==> src/rtl/mem_bus_pkg.sv <==
// Shared types for the two-master memory bus arbiter.
// Request bundle, arbiter states and default error word.
package mem_bus_pkg;

   localparam int REQ_ADDR_W = 32;
   localparam int REQ_DATA_W = 32;

   localparam logic [31:0] ERR_WORD_DEF = 32'hDEAD_BEEF;

   typedef enum logic [1:0] {
      IDLE = 2'd0,
      GNT0 = 2'd1,
      GNT1 = 2'd2
   } arb_state_t;

   typedef struct packed {
      logic [REQ_ADDR_W-1:0]   addr;
      logic [REQ_DATA_W-1:0]   wdata;
      logic [REQ_DATA_W/8-1:0] wstrb;
   } mem_req_t;

endpackage

==> src/rtl/mem_bus_watchdog.sv <==
// Stall counter for bus bridges: expired pulses on the
// TIMEOUT-th consecutive enabled cycle; TIMEOUT=0 disables it.
module mem_bus_watchdog #(
   parameter int TIMEOUT = 255
) (
   input  logic clk,
   input  logic resetn,
   input  logic clr,
   input  logic en,
   output logic expired
);

   localparam int CW = (TIMEOUT > 0) ? $clog2(TIMEOUT + 1) : 1;
   localparam logic [CW-1:0] LAST =
      CW'((TIMEOUT > 0) ? TIMEOUT - 1 : 0);

   logic [CW-1:0] cnt;

   always_ff @(posedge clk or negedge resetn) begin
      if (!resetn) begin
         cnt <= '0;
      end else if (clr) begin
         cnt <= '0;
      end else if (en) begin
         cnt <= cnt + CW'(1);
      end
   end

   // Fires in the same cycle the count reaches TIMEOUT.
   assign expired = (TIMEOUT > 0) && en && (cnt == LAST);

endmodule

==> src/rtl/mem_bus_arbiter.sv <==
// Two-master round-robin arbiter onto one native memory port,
// with a per-access watchdog that completes stalls with ERR_WORD.
module mem_bus_arbiter
   import mem_bus_pkg::*;
#(
   parameter int ADDR_W  = 32,
   parameter int DATA_W  = 32,
   parameter int TIMEOUT = 255,
   parameter logic [DATA_W-1:0] ERR_WORD = ERR_WORD_DEF
) (
   input  logic                clk,
   input  logic                resetn,
   input  logic                m0_valid,
   input  logic [ADDR_W-1:0]   m0_addr,
   input  logic [DATA_W-1:0]   m0_wdata,
   input  logic [DATA_W/8-1:0] m0_wstrb,
   output logic                m0_ready,
   output logic [DATA_W-1:0]   m0_rdata,
   input  logic                m1_valid,
   input  logic [ADDR_W-1:0]   m1_addr,
   input  logic [DATA_W-1:0]   m1_wdata,
   input  logic [DATA_W/8-1:0] m1_wstrb,
   output logic                m1_ready,
   output logic [DATA_W-1:0]   m1_rdata,
   output logic                s_valid,
   output logic [ADDR_W-1:0]   s_addr,
   output logic [DATA_W-1:0]   s_wdata,
   output logic [DATA_W/8-1:0] s_wstrb,
   input  logic                s_ready,
   input  logic [DATA_W-1:0]   s_rdata,
   output logic                timeout_err,
   output logic                grant_id
);

   localparam int SW = DATA_W / 8;
   localparam int RSW = REQ_DATA_W / 8;

   arb_state_t state, state_nxt;
   logic       last_grant, last_grant_nxt;
   logic       gvalid, done, expired;
   mem_req_t   req0, req1, req_g;

   assign req0 = '{addr:  REQ_ADDR_W'(m0_addr),
                   wdata: REQ_DATA_W'(m0_wdata),
                   wstrb: RSW'(m0_wstrb)};
   assign req1 = '{addr:  REQ_ADDR_W'(m1_addr),
                   wdata: REQ_DATA_W'(m1_wdata),
                   wstrb: RSW'(m1_wstrb)};

   assign gvalid = (state == GNT0 && m0_valid) ||
                   (state == GNT1 && m1_valid);
   assign done   = gvalid && (s_ready || expired);

   mem_bus_watchdog #(
      .TIMEOUT (TIMEOUT)
   ) u_wdog (
      .clk     (clk),
      .resetn  (resetn),
      .clr     (!gvalid),
      .en      (gvalid && !s_ready),
      .expired (expired)
   );

   always_ff @(posedge clk or negedge resetn) begin
      if (!resetn) begin
         state      <= IDLE;
         last_grant <= 1'b1;
      end else begin
         state      <= state_nxt;
         last_grant <= last_grant_nxt;
      end
   end

   // A dropped request abandons the grant without touching last_grant.
   always_comb begin
      state_nxt      = state;
      last_grant_nxt = last_grant;
      unique case (state)
         IDLE: begin
            if (m0_valid && m1_valid)
               state_nxt = last_grant ? GNT0 : GNT1;
            else if (m0_valid)
               state_nxt = GNT0;
            else if (m1_valid)
               state_nxt = GNT1;
         end
         GNT0: begin
            if (!m0_valid) begin
               state_nxt = IDLE;
            end else if (done) begin
               state_nxt      = IDLE;
               last_grant_nxt = 1'b0;
            end
         end
         GNT1: begin
            if (!m1_valid) begin
               state_nxt = IDLE;
            end else if (done) begin
               state_nxt      = IDLE;
               last_grant_nxt = 1'b1;
            end
         end
         default: state_nxt = IDLE;
      endcase
   end

   always_comb begin
      req_g       = (state == GNT1) ? req1 : req0;
      s_valid     = gvalid && !expired;
      s_addr      = ADDR_W'(req_g.addr);
      s_wdata     = DATA_W'(req_g.wdata);
      s_wstrb     = SW'(req_g.wstrb);
      m0_ready    = (state == GNT0) && done;
      m1_ready    = (state == GNT1) && done;
      m0_rdata    = expired ? ERR_WORD : s_rdata;
      m1_rdata    = expired ? ERR_WORD : s_rdata;
      timeout_err = expired;
      grant_id    = (state == GNT1);
   end

endmodule

==> config.mk <==
export PLATFORM = sky130hd
export DESIGN_NAME = mem_bus_arbiter
export DESIGN_NICKNAME = d
export VERILOG_FILES = /design/src/rtl/mem_bus_pkg.sv /design/src/rtl/mem_bus_watchdog.sv /design/src/rtl/mem_bus_arbiter.sv
export SDC_FILE = /design/constraint.sdc
export NUM_CORES = 1
export LEC_CHECK = 0
export ABC_AREA = 1
export CAP_MARGIN = 10
export CORE_AREA = 2 2 119 121
export CTS_CLUSTER_SIZE = 25
export DETAILED_ROUTE_END_ITERATION = 10
export DIE_AREA = 0 0 121 123
export PLACE_DENSITY_LB_ADDON = 0.3
export SYNTH_ARGS = -nofsm -noshare
export SYNTH_HDL_FRONTEND = slang
export SYNTH_SLANG_ARGS = --single-unit
==> constraint.sdc <==
create_clock -name clk -period 1.7 [get_ports clk]
set_input_delay 0.34 -clock clk [delete_from_list [all_inputs] [get_ports clk]]
set_output_delay 0.34 -clock clk [all_outputs]
set_load 0.02 [all_outputs]
==> results of run 1 <==
## final cells by class
type | instances | area (um^2)
clock buffer | 4 | 78.8
fill | 1280 | 6810
inverter | 20 | 104
multi-input combinational | 299 | 1900
sequential | 11 | 278
tap | 180 | 225
timing repair buffer | 380 | 4200
timing repair inverter | 1 | 16.3
## layer usage
layer,share of wire,vias up,global-route usage
met4,0.017,0,0.0254
li1,-,1781,-
met5,0,-,0
met1,0.32,1673,0.147
met2,0.55,206,0.305
met3,0.11,14,0.0558
## kinds of logic after synthesis
group | Yosys count
adder cells (fa/ha/maj) | 2
flip-flops | 11
AO/OA/AOI/OAI | 12
buffers and inverters | 69
AND/OR/NAND/NOR | 285
## power by group
group          switching [mW]  internal [mW]  leakage, nW
combinational            3.64           3.76         3.06
clock                   0.118          0.315       0.0382
sequential             0.0400          0.310        0.146
total                    3.79           4.39         3.24
## layout by cell type (no fill, tap or decap), types with 2 or more instances in the layout
cell type / n
sky130_fd_sc_hd__clkbuf_16: 10
sky130_fd_sc_hd__dlygate4sd2_1: 3
sky130_fd_sc_hd__nor3_1: 2
sky130_fd_sc_hd__nand2_1: 110
sky130_fd_sc_hd__nand2_4: 34
sky130_fd_sc_hd__buf_12: 9
sky130_fd_sc_hd__a21oi_1: 3
sky130_fd_sc_hd__o21ai_0: 5
sky130_fd_sc_hd__inv_2: 6
sky130_fd_sc_hd__buf_8: 7
sky130_fd_sc_hd__nor3b_1: 2
sky130_fd_sc_hd__buf_4: 34
sky130_fd_sc_hd__nor2_1: 12
sky130_fd_sc_hd__nand2_2: 79
sky130_fd_sc_hd__inv_1: 12
sky130_fd_sc_hd__buf_16: 6
sky130_fd_sc_hd__nor2_4: 10
sky130_fd_sc_hd__buf_2: 5
sky130_fd_sc_hd__clkdlybuf4s50_1: 169
sky130_fd_sc_hd__dfrtp_1: 9
sky130_fd_sc_hd__buf_6: 140
sky130_fd_sc_hd__nand3_1: 7
sky130_fd_sc_hd__or2_4: 24
## final timing paths
path / startpoint / end / depth (start not counted)
max in group asynchronous: resetn / state[1]$_DFFE_PN0P_ / 1
hold / removal: resetn / u_wdog.cnt[0]$_DFFE_PN0P_ / 1
setup / recovery: u_wdog.cnt[0]$_DFFE_PN0P_ / m1_rdata[29] / 11
min in group clk: last_grant$_DFFE_PN1P_ / last_grant$_DFFE_PN1P_ / 2
setup reg to reg: state[0]$_DFFE_PN0P_ / state[1]$_DFFE_PN0P_ / 10
hold reg to reg: last_grant$_DFFE_PN1P_ / last_grant$_DFFE_PN1P_ / 2
## Yosys cell counts, types with 2 or more instances
library cell,number
sky130_fd_sc_hd__nor2_1,21
sky130_fd_sc_hd__o21ai_0,5
sky130_fd_sc_hd__ha_1,2
sky130_fd_sc_hd__or2_2,3
sky130_fd_sc_hd__buf_2,2
sky130_fd_sc_hd__buf_6,3
sky130_fd_sc_hd__a21oi_1,4
sky130_fd_sc_hd__nor3b_1,2
sky130_fd_sc_hd__clkbuf_1,12
sky130_fd_sc_hd__inv_2,2
sky130_fd_sc_hd__or2_1,21
sky130_fd_sc_hd__nand3_1,8
sky130_fd_sc_hd__nor3_1,3
sky130_fd_sc_hd__inv_1,17
sky130_fd_sc_hd__buf_4,32
sky130_fd_sc_hd__nand2_1,223
sky130_fd_sc_hd__dfrtp_1,10
## worst reg2reg max path, cell delays in order, from the launching register on
cell                        delay, ns
sky130_fd_sc_hd__dfrtp_1         0.38
sky130_fd_sc_hd__inv_2           0.11
sky130_fd_sc_hd__nand2_8         0.07
sky130_fd_sc_hd__buf_12          0.13
sky130_fd_sc_hd__buf_8           0.12
sky130_fd_sc_hd__buf_12          0.14
sky130_fd_sc_hd__clkbuf_16       0.16
sky130_fd_sc_hd__buf_4           0.13
sky130_fd_sc_hd__nor2_1          0.07
sky130_fd_sc_hd__nand3_1         0.10
sky130_fd_sc_hd__a21oi_2         0.12
## registers in the layout (all words and copies together), names as in the netlist
register and count:
state 2, u_wdog.cnt 8, last_grant 1
## metrics by stage
step	util	power, mW	worst slack, ns
2_1_floorplan	-	2.68	-0.132
3_3_place_gp	0.392	5.26	-0.843
3_5_place_dp	0.392	5.29	-0.866
4_1_cts	0.433	6.38	-0.491
5_1_grt	0.500	8.56	-0.485
6_report	0.500	8.18	-0.404
## repair_timing
action | 4_1_cts | 5_1_grt
cloned | 7 | 10
resized for setup | 759 | 266
pin swaps | 19 | 48
buffers inserted | 18 | 9
endpoints found under the setup margin | 137 | 137
==> run summary, run 1 <==
wire length of the first global-routing pass = 17300 um
most numerous cell on the critical path = sky130_fd_sc_hd__nor2_4
antenna violations before repair = 0
share of cell area taken by muxes after synthesis = 0
hold buffer count at cts = 0
worst supply voltage drop on vdd = 0.000686 V
cell at the root of the clock tree = sky130_fd_sc_hd__clkbuf_16
dominant combinational cell family by area after synthesis = simple AND/OR/NAND/NOR gates
Post-Route Setup TNS = -36.31 ns
placer's final routability congestion estimate = 0.836
buffers from clock root to sink, at most = 2
warnings from Yosys = 0
transition at the pin with the smallest max-transition slack = 0.512 ns
Setup crit start kind = flip-flop
Simple-Gate Fraction of Synth Area = 0.600
signed area change from the synthesized netlist to the final layout = 247%
core outline area = 0.0136 mm^2
final setup vio count = 137
required time of the critical path = 1.36 ns
final standard cell area without fillers = 0.00680 mm^2
number of buffers inserted during clock tree synthesis = 3
Die Height = 123 um
Post-synth EDFFs = 0
kind of end point of the critical path = output pin
area after detailed placement = 0.00533 mm^2
width of the die = 121 um
via count of the first global-routing pass = 3314
full die area = 0.0149 mm^2
post-synthesis cell type with the largest combined area = sky130_fd_sc_hd__nand2_1
min-delay worst type = in2async
post-route insts no fill = 895
detailed-placement wirelength estimate = 10400 um
number of clock sinks seen by CTS = 11
number of design rule violations left after detail routing = 0
violated checks = setup timing
site row count = 43
adder-cell share of the synthesized area = 0.0128
post-layout min period = 2.10 ns
Final #Nets = 891
fraction of synthesis flops using an asynchronous set or reset pin = 1.00
clock slew seen by the registers of the worst setup and hold paths = 0.04 ns
number of levels in the clock H-tree = 1
I/O pin count = 310
Port Buffers = 309
violation count after the first detailed-routing iteration = 86
crit path buf inv count = 6
maximum number of pins on one net before global-route repair = 29
worst path arrival time = 1.76 ns
Min Hold Slack = 0.444 ns
cell-by-cell trace of the critical path = inv_2 > ha_4 > inv_2 > nor2_4 > nand3_4 > nor2_4 > buf_6 > buf_16 > buf_12 > nor2_4 > buf_6
setup repair after global routing missed its margin = true
complex-gate fraction of the synthesized area = 0.0383
reg-to-reg setup timing slack = 0.10 ns
later-pin clock latency in the skew report = 0.24 ns
synthesized netlist cell count = 379
ranking of synthesized cells by area = sky130_fd_sc_hd__nand2_1 43%, sky130_fd_sc_hd__dfrtp_1 13%, sky130_fd_sc_hd__buf_4 12%
Leak Pwr = 3.24 nW
Synth Net Count = 554
cell with the largest stage delay on the worst path = sky130_fd_sc_hd__dfrtp_1
Antenna Cells = 0
run status = finished, violations left
total wire length = 14200 um
maximum clock frequency = 0.475 GHz
initial core utilization = 0.144
share of the clock period used by the worst path after layout = 1.24
count of cell types in the netlist = 26
ratio of routed vias to standard cells = 4.11
GRT Overall Usage = 0.151
setup skew after layout = 0.00295 ns
share of cells above drive strength 1 = 0.526
worst setup margin = -0.404 ns
Wirelength per Cell = 15.8 um
Critical Setup Path Class = reg2out
total count of max-transition violations in the final report = 0
synthesized cell area = 0.00196 mm^2
remaining global-route overflow = 0
TritonCTS clock tree = built
commonest register cell after synthesis = sky130_fd_sc_hd__dfrtp_1
post-detailed-route count of antenna-violating nets = 0
xor-xnor portion of the synthesized cell area = 0
via count = 3674
top cell family by delay on the critical path = buffers and inverters
count of state elements after synthesis = 11
largest stage delay on the critical path = 0.38 ns
share of synthesized area occupied by flip-flops and latches = 0.141
synthesized area per cell = 5.17 um^2
P per Cell Area = 1200 mW/mm^2
peak fanout along the critical path = 8
detailed-routing iteration count for the pre-antenna-repair pass = 4
Placed Cells = 853
count of max-cap constraint violations = 0
Worst slew margin = 0.657
number of endpoints with negative hold slack in the final report = 0
share of the synthesized area in the top cell type = 0.427
No activity file was read; power rests on OpenSTA's default activity.
==> inputs of run 2 (changes only) <==
--- a/config.mk
+++ b/config.mk
@@ -11,6 +11,7 @@
 export CTS_CLUSTER_SIZE = 25
 export DETAILED_ROUTE_END_ITERATION = 10
 export DIE_AREA = 0 0 121 123
+export GPL_ROUTABILITY_DRIVEN = 1
 export PLACE_DENSITY_LB_ADDON = 0.3
 export SYNTH_ARGS = -nofsm -noshare
 export SYNTH_HDL_FRONTEND = slang
==> results of run 2 <==
The final DEF is identical to that of run 1; final timing and power are the same.
